## config.mk

```make
export PLATFORM = sky130hd
export DESIGN_NAME = edge_capture_flat
export DESIGN_NICKNAME = d
export VERILOG_FILES = /design/src/rtl/edge_capture_if.sv /design/src/rtl/edge_capture.sv /design/src/flat_wrapper.sv
export SDC_FILE = /design/constraint.sdc
export NUM_CORES = 1
export LEC_CHECK = 0
export CORE_UTILIZATION = 40
export CTS_CLUSTER_DIAMETER = 120
export DETAILED_ROUTE_END_ITERATION = 7
export HOLD_SLACK_MARGIN = 0.06
export PLACE_DENSITY_LB_ADDON = 0.25
export SLEW_MARGIN = 20
export SYNTH_ARGS = -nofsm -noshare
export SYNTH_HDL_FRONTEND = slang
export SYNTH_SLANG_ARGS = --single-unit
```

## constraint.sdc

```tcl
create_clock -name I_clock -period 1.25 [get_ports I_clock]
set_input_delay 0.125 -clock I_clock [delete_from_list [all_inputs] [get_ports I_clock]]
set_output_delay 0.125 -clock I_clock [all_outputs]
set_load 0.03 [all_outputs]
```

## src/rtl/edge_capture_if.sv

```systemverilog
// edge_capture_if
//   Bundles the channel inputs, arm/ack controls and event outputs of
//   edge_capture so the block and its driver share one port.
//   master : drives I_signal, I_mode, I_ack; observes all O_* outputs
//   slave  : edge_capture side (inputs in, outputs out)
//   Parameter CHANNELS sets the width of every per-channel vector.
interface edge_capture_if #(
  parameter int CHANNELS = 4
);
  logic [CHANNELS-1:0]   I_signal;   // raw channel inputs
  logic [2*CHANNELS-1:0] I_mode;     // per-channel arm mode {fall, rise}
  logic [CHANNELS-1:0]   I_ack;      // per-channel pending clear
  logic [CHANNELS-1:0]   O_level;    // filtered channel level
  logic [CHANNELS-1:0]   O_rise;     // one-cycle rise pulse
  logic [CHANNELS-1:0]   O_fall;     // one-cycle fall pulse
  logic [CHANNELS-1:0]   O_pending;  // sticky, mode-masked event flag
  logic                  O_any;      // OR of O_pending

  modport master (
    output I_signal, I_mode, I_ack,
    input  O_level, O_rise, O_fall, O_pending, O_any
  );

  modport slave (
    input  I_signal, I_mode, I_ack,
    output O_level, O_rise, O_fall, O_pending, O_any
  );
endinterface

```

## src/rtl/edge_capture.sv

```systemverilog
// edge_capture
//   Multi-channel edge detector and event latch. Per channel:
//   optional synchroniser -> stability filter -> level register ->
//   rise/fall pulses and a sticky pending flag armed by I_mode.
//
//   Parameters
//     CHANNELS    : number of independent channels (>=1)
//     SYNC_STAGES : synchroniser depth (>=2), only with EDGE_CAPTURE_SYNC_EN
//     FILTER_LEN  : clocks a new level must persist before it is accepted
//
//   Ports
//     I_clock : clock, rising edge
//     I_reset : asynchronous active-low reset
//     bus     : edge_capture_if.slave (I_signal, I_mode, I_ack in;
//               O_level, O_rise, O_fall, O_pending, O_any out)
//
//   Build option
//     EDGE_CAPTURE_SYNC_EN defined  : inputs pass through a SYNC_STAGES flop
//                                     chain (asynchronous pins).
//     EDGE_CAPTURE_SYNC_EN undefined: filter samples I_signal directly.
module edge_capture #(
  parameter int CHANNELS    = 4,
  parameter int SYNC_STAGES = 2,
  parameter int FILTER_LEN  = 1
) (
  input  logic           I_clock,
  input  logic           I_reset,
  edge_capture_if.slave  bus
);

  localparam int CW = $clog2(FILTER_LEN + 1);

  logic [CHANNELS-1:0] level_vec;
  logic [CHANNELS-1:0] rise_vec;
  logic [CHANNELS-1:0] fall_vec;
  logic [CHANNELS-1:0] pend_vec;

  for (genvar gi = 0; gi < CHANNELS; gi++) begin : g_ch
    logic          filt_in;
    logic [CW-1:0] cnt_reg;
    logic          level_reg;
    logic          rise_reg;
    logic          fall_reg;
    logic          pend_reg;
    logic          toggle;
    logic          arm_rise;
    logic          arm_fall;
    logic          set_pend;

`ifdef EDGE_CAPTURE_SYNC_EN
    logic [SYNC_STAGES-1:0] sync_reg;

    always_ff @(posedge I_clock or negedge I_reset) begin
      if (!I_reset) begin
        sync_reg <= '0;
      end else begin
        sync_reg <= {sync_reg[SYNC_STAGES-2:0], bus.I_signal[gi]};
      end
    end

    assign filt_in = sync_reg[SYNC_STAGES-1];
`else
    assign filt_in = bus.I_signal[gi];
`endif

    // The counter holds the number of edges the new level has already been
    // seen; the edge that would make it FILTER_LEN toggles the level instead.
    assign toggle   = (filt_in != level_reg) && (cnt_reg == CW'(FILTER_LEN - 1));
    assign arm_rise = bus.I_mode[2*gi];
    assign arm_fall = bus.I_mode[2*gi+1];
    // level_reg is the pre-toggle level, so 0 means this toggle is a rise.
    assign set_pend = toggle && ((!level_reg && arm_rise) || (level_reg && arm_fall));

    always_ff @(posedge I_clock or negedge I_reset) begin
      if (!I_reset) begin
        cnt_reg   <= '0;
        level_reg <= 1'b0;
        rise_reg  <= 1'b0;
        fall_reg  <= 1'b0;
        pend_reg  <= 1'b0;
      end else begin
        if ((filt_in == level_reg) || toggle) begin
          cnt_reg <= '0;
        end else begin
          cnt_reg <= cnt_reg + CW'(1);
        end
        level_reg <= level_reg ^ toggle;
        rise_reg  <= toggle && !level_reg;
        fall_reg  <= toggle && level_reg;
        // A new set beats a simultaneous acknowledge.
        pend_reg  <= set_pend || (pend_reg && !bus.I_ack[gi]);
      end
    end

    assign level_vec[gi] = level_reg;
    assign rise_vec[gi]  = rise_reg;
    assign fall_vec[gi]  = fall_reg;
    assign pend_vec[gi]  = pend_reg;
  end

  assign bus.O_level   = level_vec;
  assign bus.O_rise    = rise_vec;
  assign bus.O_fall    = fall_vec;
  assign bus.O_pending = pend_vec;
  assign bus.O_any     = |pend_vec;

endmodule
```

## src/flat_wrapper.sv

```systemverilog
// flat-port wrapper written by rule: the top's interface ports become plain ports
module edge_capture_flat 
#(
  parameter int CHANNELS    = 4,
  parameter int SYNC_STAGES = 2,
  parameter int FILTER_LEN  = 1
)
  (I_clock, I_reset, bus_I_signal, bus_I_mode, bus_I_ack, bus_O_level, bus_O_rise, bus_O_fall, bus_O_pending, bus_O_any);
  edge_capture_if #(.CHANNELS(CHANNELS)) bus_i ();
  input  logic I_clock;
  input  logic I_reset;
  input wire logic [$bits(bus_i.I_signal)-1:0] bus_I_signal;
  input wire logic [$bits(bus_i.I_mode)-1:0] bus_I_mode;
  input wire logic [$bits(bus_i.I_ack)-1:0] bus_I_ack;
  output wire logic [$bits(bus_i.O_level)-1:0] bus_O_level;
  output wire logic [$bits(bus_i.O_rise)-1:0] bus_O_rise;
  output wire logic [$bits(bus_i.O_fall)-1:0] bus_O_fall;
  output wire logic [$bits(bus_i.O_pending)-1:0] bus_O_pending;
  output wire logic [$bits(bus_i.O_any)-1:0] bus_O_any;
  assign bus_i.I_signal = bus_I_signal;
  assign bus_i.I_mode = bus_I_mode;
  assign bus_i.I_ack = bus_I_ack;
  assign bus_O_level = bus_i.O_level;
  assign bus_O_rise = bus_i.O_rise;
  assign bus_O_fall = bus_i.O_fall;
  assign bus_O_pending = bus_i.O_pending;
  assign bus_O_any = bus_i.O_any;
  edge_capture #(.CHANNELS(CHANNELS), .SYNC_STAGES(SYNC_STAGES), .FILTER_LEN(FILTER_LEN)) u_core (.I_clock(I_clock), .I_reset(I_reset), .bus(bus_i));
endmodule
```

==> metrics.txt, run 1 <==
# TYPE chip_impl_metric gauge
chip_impl_info{name="run_status",value="complete, but fails checks"} 1
chip_impl_info{name="failed_checks",value="setup timing"} 1
chip_impl_metric{name="cts_buffer_depth",unit=""} 2
chip_impl_metric{name="floorplan.initialDensity",unit="%"} 44.6
chip_impl_metric{name="ys.warnings.count",unit=""} 0
chip_impl_metric{name="detail_route.iter0.violations",unit=""} 6
chip_impl_metric{name="timing.critical_path.required",unit="ps"} 1120
chip_impl_metric{name="worstSkewPairLatency",unit="ps"} 290
chip_impl_metric{name="num_vias",unit=""} 500
chip_impl_metric{name="max_clock_freq",unit="MHz"} 663
chip_impl_metric{name="cap_violations",unit=""} 0
chip_impl_metric{name="synth.cell_area",unit="um2"} 812
chip_impl_metric{name="io_pins",unit=""} 35
chip_impl_info{name="r2r_start",value="u_core.g_ch[3].pend_reg$_DFF_PN0_"} 1
chip_impl_metric{name="drive_gt1_share",unit="%"} 23.3
chip_impl_metric{name="seq_area_frac_synth",unit="%"} 61.6
chip_impl_info{name="critical_path.startpoint",value="u_core.g_ch[0].pend_reg$_DFF_PN0_"} 1
chip_impl_metric{name="finalCriticalPeriod",unit="ps"} 1510
chip_impl_metric{name="hold_viol",unit=""} 0
chip_impl_metric{name="cts.sink_count",unit=""} 20
chip_impl_metric{name="dpl_worst_slack",unit="ps"} -361
chip_impl_metric{name="grt_start_max_net_pins",unit=""} 21
chip_impl_metric{name="finalSetupViolations",unit=""} 1
chip_impl_metric{name="min_setup_slack_post_route",unit="ps"} -258
chip_impl_metric{name="area.growth.synth_to_final",unit="%"} 36.1
chip_impl_metric{name="routedWlPerCell",unit="um"} 11.7
chip_impl_metric{name="number_of_placed_instances_taps_included",unit=""} 107
chip_impl_metric{name="power.leakage",unit="nW"} 0.529
chip_impl_metric{name="number_of_global_route_vias_before_repair",unit=""} 492
chip_impl_metric{name="hold_ws",unit="ps"} 156
chip_impl_info{name="hold_class",value="in -> async"} 1
chip_impl_info{name="cts-root-buf",value="clkbuf_4"} 1
chip_impl_metric{name="post-route-cell-area",unit="um2"} 1100
chip_impl_metric{name="path_max_fanout",unit=""} 3
chip_impl_metric{name="drc",unit=""} 0
chip_impl_metric{name="synthesized_flop_and_latch_total",unit=""} 20
chip_impl_metric{name="globalRouteOverflowTotal",unit=""} 0
chip_impl_metric{name="route.antenna.remaining_nets",unit=""} 0
chip_impl_info{name="timing_worst_setup_path_type",value="reg -> out"} 1
chip_impl_metric{name="cp_data_arrival_time",unit="ps"} 1380
chip_impl_metric{name="vdd_ir_drop_max",unit="mV"} 0.741
chip_impl_metric{name="total_power",unit="mW"} 1.39
chip_impl_metric{name="global_route.usage.met3",unit="%"} 2.69
chip_impl_metric{name="post_place_cell_area",unit="um2"} 1090
chip_impl_metric{name="drt-pass1-iter-count",unit=""} 4
chip_impl_metric{name="place.gp.congestion",unit=""} 0.675
chip_impl_metric{name="design.core.area",unit="um2"} 1820
chip_impl_metric{name="grt_pass1_wl",unit="um"} 2100
chip_impl_metric{name="layout.core_utilization",unit="%"} 60.7
chip_impl_metric{name="antenna_found_initial",unit=""} 0
chip_impl_metric{name="hold_fix_buffers_cts",unit=""} 0
chip_impl_info{name="timing.critical_path.from_type",value="flip-flop"} 1
chip_impl_metric{name="post_synth_num_cell_types",unit=""} 9
chip_impl_info{name="grt-busiest-layer",value="met2"} 1
chip_impl_metric{name="die_width",unit="um"} 47.1
chip_impl_metric{name="final-instance-count-excl-fill",unit=""} 111
chip_impl_metric{name="use_met2",unit="%"} 22.8
chip_impl_metric{name="layout_worst_path_cycle_share",unit="%"} 121
chip_impl_metric{name="power_density",unit="nW/um2"} 1260
chip_impl_metric{name="row_count",unit=""} 15
chip_impl_metric{name="cts_buffers",unit=""} 3
chip_impl_metric{name="insertedDiodeCount",unit=""} 0
chip_impl_metric{name="worst_clock_skew",unit="ps"} 1.23
chip_impl_metric{name="floorplan.die_area",unit="um2"} 2210
chip_impl_metric{name="die_y",unit="um"} 47.1
chip_impl_metric{name="place_hpwl",unit="um"} 993
chip_impl_metric{name="slew_violations",unit=""} 0
chip_impl_metric{name="finalNetCount",unit=""} 105
chip_impl_metric{name="use_met1",unit="%"} 18.2
chip_impl_info{name="cts_tree",value="yes"} 1
chip_impl_metric{name="clk_pin_slew_worst_paths",unit="ps"} 100
chip_impl_metric{name="track_usage",unit="%"} 14.6
chip_impl_metric{name="avgSynthCellArea",unit="um2"} 14.0
chip_impl_info{name="end_kind",value="output pin"} 1
chip_impl_metric{name="route.final.wire_length",unit="um"} 1300
chip_impl_metric{name="place.port_buffers",unit=""} 34
chip_impl_metric{name="aggregate_negative_setup_slack",unit="ps"} -258
chip_impl_metric{name="synthCells",unit=""} 58
chip_impl_metric{name="routed_via_density",unit=""} 4.50
chip_impl_info{name="unrepaired_setup_endpoints_after_global_routing",value="true"} 1
chip_impl_metric{name="cts_htree_levels",unit=""} 1
==> layout make-up <==
class | count | area, um2
fill | 169 | 716
clock buffer | 4 | 36.3
tap | 25 | 31.3
multi-input combinational | 25 | 206
timing repair buffer | 37 | 330
sequential | 20 | 500
==> power by group <==
part,internal [mW],switching (mW)
sequential,0.693,0.0309
clock,0.177,0.174
combinational,0.153,0.162
==> worst paths after layout <==
check	endpoint	slack, ps	depth (start not counted)
hold reg to reg	u_core.g_ch[2].fall_reg$_DFF_PN0_	490	1
max in group asynchronous	asynchronous set/reset pin	900	2
hold / removal	u_core.g_ch[2].cnt_reg$_DFF_PN0_	160	2
setup reg to reg	u_core.g_ch[3].pend_reg$_DFF_PN0_	230	3
setup / recovery	bus_O_any	-260	2
min in group I_clock	u_core.g_ch[3].fall_reg$_DFF_PN0_	450	2
==> timing repair <==
item / in CTS / in global routing
endpoints found under the setup margin: 16 / 7
setup buffers: 0 / 0
resized for setup: 26 / 9
pin swaps: 1 / 0
==> worst max-delay path: stages (launching register included) <==
cell and delay [ps]:
dfrtp_1 400, or4_4 540, buf_6 150
==> Yosys cell counts (all sizes together) <==
| library cell | n | area, um2 |
|---|---|---|
| a221o | 4 | 40.0 |
| buf | 16 | 120 |
| conb | 1 | 3.75 |
| dfrtp | 20 | 500 |
| mux2 | 4 | 45.0 |
| nor2b | 4 | 25.0 |
| nor3b | 8 | 70.1 |
| or4 | 1 | 7.51 |
==> placed cells by master, fill, tap and decap left out <==
| cell | synthesis | final |
|---|---|---|
| nor3b_2 | 2 | 2 |
| nor2b_1 | 4 | 4 |
| buf_4 | 16 | 4 |
| clkbuf_2 | 0 | 3 |
| clkbuf_4 | 0 | 3 |
| conb_1 | 1 | 4 |
| clkdlybuf4s50_1 | 0 | 17 |
| a221o_1 | 4 | 4 |
| dfrtp_1 | 20 | 20 |
| or4_4 | 0 | 1 |
| buf_2 | 0 | 1 |
| buf_6 | 0 | 1 |
| dlygate4sd2_1 | 0 | 9 |
| mux2_2 | 4 | 4 |
| nor3b_1 | 6 | 6 |
| clkdlybuf4s15_1 | 0 | 2 |
| clkbuf_8 | 0 | 1 |
==> logic make-up after synthesis <==
family | Yosys count | share of synthesized area (%)
buf+inv | 16 | 14.8
other cells | 1 | 0.462
mux | 4 | 5.55
flops | 20 | 61.6
simple gates | 13 | 12.6
compound gates | 4 | 4.93
==> metal layers <==
layer | vias to the layer above | share of wire [%]
met2 | 29 | 50
met5 | - | 0
li1 | 236 | -
met1 | 233 | 39
met4 | 0 | 0.77
met3 | 2 | 10
(Power assumes the default switching activity.)
==> run 2, diff against run 1 <==
--- a/config.mk
+++ b/config.mk
@@ -8,6 +8,7 @@
 export CORE_UTILIZATION = 40
 export CTS_CLUSTER_DIAMETER = 120
 export DETAILED_ROUTE_END_ITERATION = 7
+export GPL_ROUTABILITY_DRIVEN = 0
 export HOLD_SLACK_MARGIN = 0.06
 export PLACE_DENSITY_LB_ADDON = 0.25
 export SLEW_MARGIN = 20
==> results of run 2 <==
Final layout, timing and power as in run 1 (identical DEF).
==> run 3, diff against run 2 <==
--- a/config.mk
+++ b/config.mk
@@ -5,6 +5,7 @@
 export SDC_FILE = /design/constraint.sdc
 export NUM_CORES = 1
 export LEC_CHECK = 0
+export CORE_MARGIN = 1
 export CORE_UTILIZATION = 40
 export CTS_CLUSTER_DIAMETER = 120
 export DETAILED_ROUTE_END_ITERATION = 7
==> results of run 3 <==
Final layout, timing and power as in run 1 (identical DEF).
